File: src/rtl/alu_issue_unit_if.sv
// Bundled instruction, register-load, ALU and completion signals of alu_issue_unit.
// Instruction handshake: a transfer happens on a rising clock edge where instr_valid_in
// and instr_ready_out are both high; the offered fields must stay stable while valid is high.
interface alu_issue_unit_if;
  logic              instr_valid_in;
  logic              instr_ready_out;
  logic [2:0]        instr_opcode_in;
  logic [2:0]        instr_src1_in;
  logic [2:0]        instr_src2_in;
  logic [2:0]        instr_dest_in;
  logic              reg_write_valid_in;
  logic [2:0]        reg_write_addr_in;
  logic signed [7:0] reg_write_data_in;
  logic              alu_enable_out;
  logic [2:0]        alu_opcode_out;
  logic signed [7:0] alu_input1_out;
  logic signed [7:0] alu_input2_out;
  logic signed [7:0] alu_result_in;
  logic              done_out;
  logic [2:0]        done_dest_out;
  logic signed [7:0] done_data_out;
  logic              busy_out;
  logic              illegal_out;
  logic [1:0]        state_dbg_out;

  modport slave (
    input  instr_valid_in, instr_opcode_in, instr_src1_in, instr_src2_in, instr_dest_in,
    input  reg_write_valid_in, reg_write_addr_in, reg_write_data_in, alu_result_in,
    output instr_ready_out, alu_enable_out, alu_opcode_out, alu_input1_out, alu_input2_out,
    output done_out, done_dest_out, done_data_out, busy_out, illegal_out, state_dbg_out
  );

  modport master (
    output instr_valid_in, instr_opcode_in, instr_src1_in, instr_src2_in, instr_dest_in,
    output reg_write_valid_in, reg_write_addr_in, reg_write_data_in, alu_result_in,
    input  instr_ready_out, alu_enable_out, alu_opcode_out, alu_input1_out, alu_input2_out,
    input  done_out, done_dest_out, done_data_out, busy_out, illegal_out, state_dbg_out
  );
endinterface

File: src/rtl/alu_issue_unit.sv
// Buffers ALU instructions in a 4-deep FIFO and issues them one at a time against an
// 8x8 signed register file, writing each result back before the next instruction issues.
module alu_issue_unit (
  input logic             clock_in,
  input logic             reset_in,
  alu_issue_unit_if.slave bus
);
  typedef enum logic [1:0] {
    S_IDLE      = 2'd0,
    S_ISSUE     = 2'd1,
    S_WRITEBACK = 2'd2
  } state_e;

  state_e            state_q, state_d;
  logic [11:0]       fifo_q [4];
  logic [11:0]       fifo_d [4];
  logic [1:0]        wr_ptr_q, wr_ptr_d;
  logic [1:0]        rd_ptr_q, rd_ptr_d;
  logic [2:0]        count_q, count_d;
  logic [11:0]       instr_q, instr_d;
  logic signed [7:0] rf_q [8];
  logic signed [7:0] rf_d [8];
  logic              illegal_q, illegal_d;
  logic [2:0]        alu_op_hold_q, alu_op_hold_d;
  logic signed [7:0] alu_in1_hold_q, alu_in1_hold_d;
  logic signed [7:0] alu_in2_hold_q, alu_in2_hold_d;
  logic [2:0]        done_dest_hold_q, done_dest_hold_d;
  logic signed [7:0] done_data_hold_q, done_data_hold_d;

  // Instruction word layout: {opcode[11:9], src1[8:6], src2[5:3], dest[2:0]}
  logic              push, pop, head_legal;
  logic [11:0]       head;
  logic signed [7:0] rd_a, rd_b;

  assign push       = bus.instr_valid_in && (count_q != 3'd4);
  assign pop        = (state_q == S_IDLE) && (count_q != 3'd0);
  assign head       = fifo_q[rd_ptr_q];
  assign head_legal = (head[11:9] <= 3'd4);
  assign rd_a       = rf_q[instr_q[8:6]];
  assign rd_b       = rf_q[instr_q[5:3]];

  always_ff @(posedge clock_in or negedge reset_in) begin
    if (!reset_in) state_q <= S_IDLE;
    else           state_q <= state_d;
  end

  always_comb begin
    state_d = state_q;
    case (state_q)
      S_IDLE:      if (pop && head_legal) state_d = S_ISSUE;
      S_ISSUE:     state_d = S_WRITEBACK;
      S_WRITEBACK: state_d = S_IDLE;
      default:     state_d = S_IDLE;
    endcase
  end

  always_comb begin
    fifo_d           = fifo_q;
    wr_ptr_d         = wr_ptr_q;
    rd_ptr_d         = rd_ptr_q;
    instr_d          = instr_q;
    rf_d             = rf_q;
    illegal_d        = illegal_q | (pop && !head_legal);
    alu_op_hold_d    = alu_op_hold_q;
    alu_in1_hold_d   = alu_in1_hold_q;
    alu_in2_hold_d   = alu_in2_hold_q;
    done_dest_hold_d = done_dest_hold_q;
    done_data_hold_d = done_data_hold_q;
    count_d          = count_q + {2'b00, push} - {2'b00, pop};
    if (push) begin
      fifo_d[wr_ptr_q] = {bus.instr_opcode_in, bus.instr_src1_in, bus.instr_src2_in, bus.instr_dest_in};
      wr_ptr_d         = wr_ptr_q + 2'd1;
    end
    if (pop) begin
      rd_ptr_d = rd_ptr_q + 2'd1;
      if (head_legal) instr_d = head;
    end
    if (state_q == S_ISSUE) begin
      alu_op_hold_d  = instr_q[11:9];
      alu_in1_hold_d = rd_a;
      alu_in2_hold_d = rd_b;
    end
    // External load first so that a same-address writeback overrides it.
    if (bus.reg_write_valid_in) rf_d[bus.reg_write_addr_in] = bus.reg_write_data_in;
    if (state_q == S_WRITEBACK) begin
      rf_d[instr_q[2:0]] = bus.alu_result_in;
      done_dest_hold_d   = instr_q[2:0];
      done_data_hold_d   = bus.alu_result_in;
    end
  end

  always_ff @(posedge clock_in or negedge reset_in) begin
    if (!reset_in) begin
      for (int i = 0; i < 4; i++) fifo_q[i] <= '0;
      for (int i = 0; i < 8; i++) rf_q[i] <= '0;
      wr_ptr_q         <= '0;
      rd_ptr_q         <= '0;
      count_q          <= '0;
      instr_q          <= '0;
      illegal_q        <= 1'b0;
      alu_op_hold_q    <= '0;
      alu_in1_hold_q   <= '0;
      alu_in2_hold_q   <= '0;
      done_dest_hold_q <= '0;
      done_data_hold_q <= '0;
    end else begin
      fifo_q           <= fifo_d;
      rf_q             <= rf_d;
      wr_ptr_q         <= wr_ptr_d;
      rd_ptr_q         <= rd_ptr_d;
      count_q          <= count_d;
      instr_q          <= instr_d;
      illegal_q        <= illegal_d;
      alu_op_hold_q    <= alu_op_hold_d;
      alu_in1_hold_q   <= alu_in1_hold_d;
      alu_in2_hold_q   <= alu_in2_hold_d;
      done_dest_hold_q <= done_dest_hold_d;
      done_data_hold_q <= done_data_hold_d;
    end
  end

  // ALU and completion outputs show live values only in their state, otherwise the last ones.
  always_comb begin
    bus.instr_ready_out = (count_q != 3'd4);
    bus.alu_enable_out  = (state_q == S_ISSUE);
    bus.alu_opcode_out  = (state_q == S_ISSUE) ? instr_q[11:9] : alu_op_hold_q;
    bus.alu_input1_out  = (state_q == S_ISSUE) ? rd_a : alu_in1_hold_q;
    bus.alu_input2_out  = (state_q == S_ISSUE) ? rd_b : alu_in2_hold_q;
    bus.done_out        = (state_q == S_WRITEBACK);
    bus.done_dest_out   = (state_q == S_WRITEBACK) ? instr_q[2:0] : done_dest_hold_q;
    bus.done_data_out   = (state_q == S_WRITEBACK) ? bus.alu_result_in : done_data_hold_q;
    bus.busy_out        = (state_q != S_IDLE) || (count_q != 3'd0);
    bus.illegal_out     = illegal_q;
    bus.state_dbg_out   = state_q;
  end
endmodule

File: src/flat_wrapper.sv
// flat-port wrapper written by rule: the top's interface ports become plain ports
module alu_issue_unit_flat 
  (clock_in, reset_in, bus_instr_valid_in, bus_instr_opcode_in, bus_instr_src1_in, bus_instr_src2_in, bus_instr_dest_in, bus_reg_write_valid_in, bus_reg_write_addr_in, bus_reg_write_data_in, bus_alu_result_in, bus_instr_ready_out, bus_alu_enable_out, bus_alu_opcode_out, bus_alu_input1_out, bus_alu_input2_out, bus_done_out, bus_done_dest_out, bus_done_data_out, bus_busy_out, bus_illegal_out, bus_state_dbg_out);
  alu_issue_unit_if bus_i ();
  input logic clock_in;
  input logic reset_in;
  input wire logic [$bits(bus_i.instr_valid_in)-1:0] bus_instr_valid_in;
  input wire logic [$bits(bus_i.instr_opcode_in)-1:0] bus_instr_opcode_in;
  input wire logic [$bits(bus_i.instr_src1_in)-1:0] bus_instr_src1_in;
  input wire logic [$bits(bus_i.instr_src2_in)-1:0] bus_instr_src2_in;
  input wire logic [$bits(bus_i.instr_dest_in)-1:0] bus_instr_dest_in;
  input wire logic [$bits(bus_i.reg_write_valid_in)-1:0] bus_reg_write_valid_in;
  input wire logic [$bits(bus_i.reg_write_addr_in)-1:0] bus_reg_write_addr_in;
  input wire logic [$bits(bus_i.reg_write_data_in)-1:0] bus_reg_write_data_in;
  input wire logic [$bits(bus_i.alu_result_in)-1:0] bus_alu_result_in;
  output wire logic [$bits(bus_i.instr_ready_out)-1:0] bus_instr_ready_out;
  output wire logic [$bits(bus_i.alu_enable_out)-1:0] bus_alu_enable_out;
  output wire logic [$bits(bus_i.alu_opcode_out)-1:0] bus_alu_opcode_out;
  output wire logic [$bits(bus_i.alu_input1_out)-1:0] bus_alu_input1_out;
  output wire logic [$bits(bus_i.alu_input2_out)-1:0] bus_alu_input2_out;
  output wire logic [$bits(bus_i.done_out)-1:0] bus_done_out;
  output wire logic [$bits(bus_i.done_dest_out)-1:0] bus_done_dest_out;
  output wire logic [$bits(bus_i.done_data_out)-1:0] bus_done_data_out;
  output wire logic [$bits(bus_i.busy_out)-1:0] bus_busy_out;
  output wire logic [$bits(bus_i.illegal_out)-1:0] bus_illegal_out;
  output wire logic [$bits(bus_i.state_dbg_out)-1:0] bus_state_dbg_out;
  assign bus_i.instr_valid_in = bus_instr_valid_in;
  assign bus_i.instr_opcode_in = bus_instr_opcode_in;
  assign bus_i.instr_src1_in = bus_instr_src1_in;
  assign bus_i.instr_src2_in = bus_instr_src2_in;
  assign bus_i.instr_dest_in = bus_instr_dest_in;
  assign bus_i.reg_write_valid_in = bus_reg_write_valid_in;
  assign bus_i.reg_write_addr_in = bus_reg_write_addr_in;
  assign bus_i.reg_write_data_in = bus_reg_write_data_in;
  assign bus_i.alu_result_in = bus_alu_result_in;
  assign bus_instr_ready_out = bus_i.instr_ready_out;
  assign bus_alu_enable_out = bus_i.alu_enable_out;
  assign bus_alu_opcode_out = bus_i.alu_opcode_out;
  assign bus_alu_input1_out = bus_i.alu_input1_out;
  assign bus_alu_input2_out = bus_i.alu_input2_out;
  assign bus_done_out = bus_i.done_out;
  assign bus_done_dest_out = bus_i.done_dest_out;
  assign bus_done_data_out = bus_i.done_data_out;
  assign bus_busy_out = bus_i.busy_out;
  assign bus_illegal_out = bus_i.illegal_out;
  assign bus_state_dbg_out = bus_i.state_dbg_out;
  alu_issue_unit u_core (.clock_in(clock_in), .reset_in(reset_in), .bus(bus_i));
endmodule
File: config.mk
export PLATFORM = sky130hd
export DESIGN_NAME = alu_issue_unit_flat
export DESIGN_NICKNAME = d
export VERILOG_FILES = /design/src/rtl/alu_issue_unit_if.sv /design/src/rtl/alu_issue_unit.sv /design/src/flat_wrapper.sv
export SDC_FILE = /design/constraint.sdc
export NUM_CORES = 1
export LEC_CHECK = 0
export BUFFER_PORTS_ARGS = -buffer_cell sky130_fd_sc_hd__clkbuf_2
export CAP_MARGIN = 40
export CELL_PAD_IN_SITES_DETAIL_PLACEMENT = 1
export CELL_PAD_IN_SITES_GLOBAL_PLACEMENT = 1
export CORE_UTILIZATION = 50
export CTS_CLUSTER_DIAMETER = 50
export CTS_CLUSTER_SIZE = 12
export DETAILED_ROUTE_END_ITERATION = 10
export PLACE_DENSITY = 0.87
export SLEW_MARGIN = 10
export SYNTH_ARGS = -nofsm -noshare
export SYNTH_HDL_FRONTEND = slang
export SYNTH_SLANG_ARGS = --single-unit
File: constraint.sdc
create_clock -name clock_in -period 3.4 [get_ports clock_in]
set_clock_uncertainty 0.15 [all_clocks]
set_input_delay 0.51 -clock clock_in [delete_from_list [all_inputs] [get_ports clock_in]]
set_output_delay 0.51 -clock clock_in [all_outputs]
set_load 0.01 [all_outputs]
Word level (Yosys, flattened, before mapping):

Index checks and enable logic that the tools add are counted.

* register bits: 164
* bits of input ports: 35
* output and inout port bits: 37

* add/subtract/negate cells: 4
* $lt $le $gt $ge: 10
* eq/ne operators: 4
* mux-type cells: 27
* bitwise gates (word level): 7
* reductions and logical operators: 13

Operators by type and width (count)
* $bwmux 64: 2
* $mux 64: 2
* $mux 8: 9
* $bmux 8 s3: 2
* $bwmux 48: 1
* $demux 8 s3: 2
* $mux 12: 3
* $bmux 12 s2: 1
* $demux 12 s2: 1
* $ge 4x4->1 const B: 4
* $not 3->4: 4
* $lt 4x1->1 const B: 2
* $logic_and 1x1->1: 7
* $ge 3x3->1 const B: 2
* $mux 3: 2
* $not 2->3: 2
* $add 2x1->2 const B: 2
* $pmux 2 s2: 1
* $add 3x1->3: 1
* $le 3x3->1 const B: 1
* $lt 3x1->1 const B: 1
* $ne 3x3->1 const B: 1
* $reduce_bool 3->1: 1
* $sub 3x1->3: 1
* 10 further kinds: 10

Logic depth before layout (Yosys ltp):

Gate-level depths: netlist of run 1.

* depth after elaboration: 9
* mapped depth: 10

Least setup slack after synthesis of run 1:

No wires, ideal clock.

* path kind: register to register
* start: reg u_core.count_q[1]
* end: reg u_core.count_q[2]
* library setup time: 0.123 ns
* arrival: 2.210 ns
* required time: 3.127 ns
* setup slack: 0.918 ns
* cell stages (with the launch flop): 11
* buffers on the path: 0
* period minus slack after synthesis: 2.482 ns
* cell sequence: dfrtp_1 or3_2 nand2_1 inv_1 ha_1 inv_1 ha_1 inv_1 fa_1 xnor2_1 xnor2_1

* elaborated cells on any way between the ends: 6
* classes of those cells: 2 x add/sub; 1 x eq/ne; 3 x reduce/logical

RTL lines
* from (decl): line alu_issue_unit.sv:19 `logic [2:0] count_q, count_d;`
* from (signal assigned): line alu_issue_unit.sv:111 `count_q <= count_d;`
* $reduce_bool 3->1: line alu_issue_unit.sv:36 `assign pop = (state_q == S_IDLE) && (count_q != 3'd0);`
* $logic_and 1x1->1: line alu_issue_unit.sv:36
* via u_core.pop: line alu_issue_unit.sv:31 `logic push, pop, head_legal;`
* $sub 3x1->3: line alu_issue_unit.sv:69 `count_d = count_q + {2'b00, push} - {2'b00, pop};`
* via u_core.count_d[2]: line alu_issue_unit.sv:19

The timed path passes the listed nets, and every way through them passes these cells.
A chain may end at the register's enable or synchronous reset.

Worst setup path after layout of run 1:

* start: reg u_core.instr_q[7]
* end: out bus_alu_input1_out[2]

* word-level cells in the longest chain between the ends: 5

RTL lines
* from (decl): line alu_issue_unit.sv:20 `logic [11:0] instr_q, instr_d;`
* from (signal assigned): line alu_issue_unit.sv:112 `instr_q <= instr_d;`
* $not 3->4 (implied by the code): line alu_issue_unit.sv:39 `assign rd_a = rf_q[instr_q[8:6]];`
* $bmux 8 s3: line alu_issue_unit.sv:39
* $mux 8 (implied by the code) (2 in a row): line alu_issue_unit.sv:39
* $mux 8: line alu_issue_unit.sv:127 `bus.alu_input1_out = (state_q == S_ISSUE) ? rd_a : alu_in1_hold_q;`
* to (decl): line flat_wrapper.sv:19 `output wire logic [$bits(bus_i.alu_input1_out)-1:0] bus_alu_input1_out;`

Every way passes these cells. The select of a mux whose other input is x is not followed.

==> results.md, run 1 <==
- Synthesized cell area: 8600 µm²
- Clock tree sinks: 164
- Crit end category: output pin
- Xor/xnor share of the synthesized area: 0.00509
- DRT iter0 DRCs: between 300 and 400
- Cts repair resizes: 0
- Post-Syn Instances: 600
- Min-Delay Path Class: input pin to flop
- YS warnings: 0
- Hold Buf Count CTS: 0
- Setup_tns: 0 ns
- Worst path max stage delay: between 0.8 and 0.9 ns
- Power Total: about 0.011 W
- Grt total ovfl: 0
- M2 GR Usage: 0.459
- Die height: 133 µm
- First-pass GRT wire length: 37300 µm
- Postcts setup bufs: 0
- Simple-gate share of the synthesized area: 0.0499
- Post-synthesis net count: approximately 640
- Met3 GRT Util: 0.0548
- Max-capacitance violation count: 0
- Clock Pin Slew Worst Setup and Hold Paths: 0.06 ns
- Clk buf depth: 2
- Vias in the first global route: approximately 6300
- Top cell type by total area after synthesis: dfrtp_1
- DRC: 0
- Met1 GRT Util: 0.377
- Worst hold slack: 0.207 ns
- DP HPWL: 15000 µm
- CP max-delay cell: dfrtp_1
- CP cell instances: mux4_2, mux2i_1, o21ai_0, clkbuf_2
- Ys flop type: dfrtp_1
- I/O pin count: 72
- Yosys cell types: 38
- Fin. Hold Viols: 0
- RSZ-0062 raised after global routing: false
- Fmax: 0.320 GHz
- Min Tclk post-route: ~3.1 ns
- DIE AREA: 17700 µm²
- Max-slew violation count: 0
- DP Cell Count: 864
- Post-Layout Cell Count: 898
- CP Class: flop to output pin
- Top Usage Layer GRT: met2
- Synth Area in Adders: 0.0111
- Core box area: 16700 µm²
- Commonest non-fill, non-tap cell in the layout: mux2_2
- Area growth, synth to finish: 13.6%
- Largest cells by area after synthesis: dfrtp_1 48%, mux2_2 23%, mux4_2 12%
- Post-synthesis mux area share: 0.385
- Initial Util: 0.515
- Top-area cell type share of the netlist area: 0.477
- Lkg Pwr: 4.20 nW
- Routed wire length: 23400 µm
- Diode count: 0
- Inserted Clock Buffers: 17
- Router iterations before antenna repair: 5
- Routed WL per cell: 26.1 µm
- Status: finished clean
- Cell chosen for the clock root: clkbuf_16
- Clk_lat worst skew: 0.43 ns
- Max VDD drop: approximately 0.54 mV
- PD cells: 1120 nW/µm²
- Post-route ant nets: 0
- Layout cells sized above 1: 0.541
- Register area share after synthesis: 0.477
- Worst Tran Pin Value: 0.858 ns
- Commonest non-fill, non-tap cells in the layout: 178 x mux2_2, 164 x dfrtp_1, 70 x clkbuf_2
- Routed via count: between 5000 and 6000
- Period utilization: 0.918
- Critical path data required time: 2.74 ns
- Initial antenna violation count: 1
- Pin count of the biggest net entering global routing: a little over 90
- #FFs+latches synth: 164
- EDFF count, synth: 0
- Synth Area in Compound Gates: 0.0403
- Critical path peak fanout: 15
- Final-report setup violation count: 0
- Row cnt: between 40 and 50
- Final Net Count: 707
- Die width: 133 µm
- IO Port Bufs: 71
- Mean Syn Cell Area: 14.3 µm²
- CP Launch Type: flop
- CTS tree: done
- CTS H-tree depth: 4
- Final core utilization: 0.585
- Post-synth ARST share: 1.00
- Avg Vias per Cell: 6.31
- Main combinational cell family by area after synthesis: multiplexers
- Slew headroom: 0.425
- Total GRT Usage: 0.283
- GP Congestion: 0.767
- Arrival time worst endpoint: 2.46 ns
==> sequential cells by signal (all words and copies together) (netlist names) <==
name	count
u_core.fifo_q	48
u_core.alu_in2_hold_q	8
u_core.wr_ptr_q	2
u_core.rd_ptr_q	2
u_core.alu_op_hold_q	3
u_core.done_dest_hold_q	3
u_core.count_q	3
u_core.instr_q	12
u_core.done_data_hold_q	8
u_core.bus.state_dbg_out	2
u_core.alu_in1_hold_q	8
u_core.rf_q	64
u_core.bus.illegal_out	1
==> final timing paths <==
kind,end,cells past startpoint,from,slack [ns]
max,bus_alu_input1_out[2],4,u_core.instr_q[7]$_DFFE_PN0P_,0.28
min,u_core.fifo_q[15]$_DFFE_PN0P_,2,bus_instr_src2_in[0],0.21
min reg2reg,u_core.alu_op_hold_q[2]$_DFF_PN0_,2,u_core.alu_op_hold_q[2]$_DFF_PN0_,0.33
max in group asynchronous,u_core.fifo_q[47]$_DFFE_PN0P_,4,reset_in,1.86
max reg2reg,u_core.count_q[2]$_DFF_PN0_,10,u_core.count_q[1]$_DFF_PN0_,0.40
min in group asynchronous,u_core.alu_in1_hold_q[0]$_DFF_PN0_,3,reset_in,0.52
==> cells in the mapped netlist (2+ instances only) <==
cell type	n
a2bb2oi_1	2
buf_1	2
buf_2	16
buf_4	5
buf_6	3
clkbuf_1	15
dfrtp_1	164
ha_1	6
inv_1	10
mux2_2	178
mux2_4	10
mux2i_1	16
mux4_2	44
nand2_1	33
nand3_1	17
nand4_1	2
nand4b_2	3
nor2_1	3
nor2b_1	3
nor3_1	4
nor4bb_1	3
o211ai_1	9
o211ai_2	9
o21ai_0	25
xnor2_1	5
==> area by class of cell <==
cell class	instances	area, µm²
clock buffer	24	512
clock inverter	8	96.3
fill	1617	6930
inverter	10	37.5
multi-input combinational	384	4220
sequential	164	4100
tap	220	275
timing repair buffer	88	524
==> report_power, final <==
group | switching (W) | leakage [nW] | total [W] | internal [W]
sequential | 0.000909 | 1.94 | 0.00388 | 0.00297
clock | 0.000776 | 0.302 | 0.00197 | 0.00120
combinational | 0.00246 | 1.96 | 0.00513 | 0.00267
==> per-stage QoR <==
stage | cell area (µm²) | setup WS (ns)
2_1_floorplan | 8600 | 0.918
3_3_place_gp | 9120 | 0.692
3_5_place_dp | 9120 | 0.510
4_1_cts | 9730 | 0.329
5_1_grt | 9770 | 0.237
6_report | 9770 | 0.279
==> cell families (layout without fill, tap and decap cells) <==
logic type,Yosys count,count (layout)
adders and majority gates,7,7
DFF,164,164
muxes,248,248
buffers and inverters,52,130
and+or+nand+nor,76,76
AOI/OAI and AO/OA,48,48
xor gates and xnor gates,5,5
==> worst max-delay path, delay by kind of cell, from the launching register on <==
family / cells / cell delay, ns
AO/OA/AOI/OAI: 1 / 0.20
buffers and inverters: 1 / 0.16
flip-flops: 1 / 0.87
multiplexers: 2 / 0.79
==> metal layers <==
| metal | wire length [µm] | vias to the layer above |
|---|---|---|
| met1 | 9870 | 3031 |
| met3 | 1040 | 58 |
| li1 | - | 2380 |
| met5 | 27 | - |
| met4 | 640 | 2 |
| met2 | 11900 | 194 |
Note: power is estimated with default switching activity, not from simulation.
==> run 2, diff against run 1 <==
--- a/config.mk
+++ b/config.mk
@@ -13,7 +13,7 @@
 export CTS_CLUSTER_DIAMETER = 50
 export CTS_CLUSTER_SIZE = 12
 export DETAILED_ROUTE_END_ITERATION = 10
-export PLACE_DENSITY = 0.87
+export PLACE_DENSITY = 0.82
 export SLEW_MARGIN = 10
 export SYNTH_ARGS = -nofsm -noshare
 export SYNTH_HDL_FRONTEND = slang
==> results.md, run 2 (synthesis results as in run 1) <==
- Final-report setup violation count: 0
- Setup_tns: 0 ns
- Total GRT Usage: 0.292
- Fmax: 0.321 GHz
- Status: finished clean
- PnR worst setup slack: around 0.28 ns
- Final Net Count: 709
- IO Port Bufs: around 70
- Max-capacitance violation count: 0
- CP Class: flop to output pin
- Area growth, synth to finish: 15.0%
- Arrival time worst endpoint: about 2.5 ns
- Switching power: 0.00420 W
- Reg2reg start: u_core.count_q[2]$_DFF_PN0_
- Die width: roughly 130 µm
- Clock Pin Slew Worst Setup and Hold Paths: roughly 0.06 ns
- Crit end category: output pin
- Hold Buf Count CTS: 1
- Avg Vias per Cell: just over 6
- Hold Crit Depth: 2
- Routed WL per cell: 26.8 µm
- Worst Tran Pin Value: 0.830 ns
- Clock tree sinks: 164
- Critical path data required time: 2.74 ns
- CP Launch Type: flop
- Crit path from: u_core.instr_q[4]$_DFFE_PN0P_
- Clock network fraction of total power: 0.207
- Max reg flops: 64
- Setup slack, reg-to-reg: 0.39 ns
- Lkg Pwr: roughly 4.3 nW
- Router iterations before antenna repair: 5
- Inserted Clock Buffers: 17
- Post-route ant nets: 0
- DRT iter0 DRCs: 303
- Vias in the first global route: just over 6000
- Min Tclk post-route: 3.12 ns
- DP HPWL: 15400 µm
- Gate power share: 0.452
- Clk buf depth: 2
- Slew headroom: 0.446
- Layout cells sized above 1: 0.544
- Critical path endpoint: bus_alu_input2_out[2]
- Diode count: 0
- Critical path peak fanout: 15
- Grt total ovfl: 0
- Core box area: 16700 µm²
- PD cells: 1160 nW/µm²
- Min-Delay Path Class: input pin to flop
- Max VDD drop: 0.554 mV
- Top Registers: u_core.rf_q: 64 flops, u_core.fifo_q: 48 flops, u_core.instr_q: 12 flops
- DIE AREA: 17700 µm²
- Period utilization: 0.916
- Routed via count: 5580
- Cell chosen for the clock root: clkbuf_16
- First-pass GRT wire length: 38100 µm
- Commonest non-fill, non-tap cell in the layout: mux2_2
- I/O pin count: between 70 and 80
- RSZ-0062 raised after global routing: false
- CTS H-tree depth: 4
- Int Pwr: 0.00723 W
- Die height: about 130 µm
- FF-to-FF End: u_core.count_q[2]$_DFF_PN0_
- Commonest non-fill, non-tap cells in the layout: 178 x mux2_2, 164 x dfrtp_1, 70 x clkbuf_2
- Postcts setup bufs: 0
- Cts repair resizes: 0
- Sequential power share: 0.340
- Fin. Hold Viols: 0
- Row cnt: 47
- Initial antenna violation count: 0
- FF-to-FF path depth: 10
- Clk_lat worst skew: 0.44 ns
- Biggest register: u_core.rf_q
- CTS tree: done
- Switching Share: 0.368
- Max-slew violation count: 0
- Routed wire length: 24100 µm
- Pin count of the biggest net entering global routing: 93
- Initial Util: 0.515
- GP Congestion: 0.786
- Pre-CTS setup slack: 0.479 ns
- DRC: 0
-- run 2: cell types whose count changed in the layout (fill, tap and decap cells not counted), sizes merged --
cell	delta
bufinv	+6
clkinv	-2
inv	+1
buf	+2
clkbuf	-5
-- run 2: layout make-up --
type	instances	area, µm²
tap	220	275
inverter	10	37.5
clock inverter	13	275
sequential	164	4100
clock buffer	19	453
fill	1587	6820
timing repair buffer	90	519
multi-input combinational	384	4220
-- run 2: how the worst min path moves through the flow --
stage	from	endpoint	slack [ns]
2_1_floorplan	reset_in	u_core.alu_in1_hold_q[0]$_DFF_PN0_	0.06
4_1_cts	bus_instr_src1_in[1]	u_core.fifo_q[7]$_DFFE_PN0P_	0.20
5_1_grt	bus_instr_src1_in[1]	u_core.fifo_q[7]$_DFFE_PN0P_	0.21
3_3_place_gp	reset_in	u_core.fifo_q[47]$_DFFE_PN0P_	0.27
3_5_place_dp	reset_in	u_core.fifo_q[47]$_DFFE_PN0P_	0.27
6_report	bus_instr_src1_in[1]	u_core.fifo_q[7]$_DFFE_PN0P_	0.21
-- run 2: per-layer routing --
layer  global-route usage  vias up  part of all wire
met1                0.379     2952              0.42
met2                0.484      208              0.51
met3               0.0700       37             0.054
met4               0.0991        0             0.019
li1                     -     2383                 -
met5                    0        -                 0
-- run 2: metrics by stage --
stage          utilization  cell area, µm²  total power, W  instances  hold WS [ns]
2_1_floorplan            -            8600         0.00730        600        0.0644
3_3_place_gp         0.548            9150         0.00843        867         0.269
3_5_place_dp         0.548            9150         0.00888        867         0.273
4_1_cts              0.592            9880          0.0114        900         0.200
5_1_grt              0.592            9880          0.0120        900         0.213
6_report             0.592            9880          0.0114        900         0.214
-- run 2: power by group through the flow --
stage	sequential (W)	clock [W]	combinational (W)
finish	0.00389	0.00237	0.00517
global route	0.00399	0.00246	0.00555
CTS	0.00387	0.00239	0.00518
detailed placement	0.00385	0	0.00503
global placement	0.00369	0	0.00474
floorplan	0.00336	0	0.00395
-- run 2: critical path: stages, from the launching register on --
cell,delay [ns]
dfrtp_1,0.88
mux4_2,0.41
mux2i_1,0.37
o21ai_0,0.20
clkbuf_2,0.16
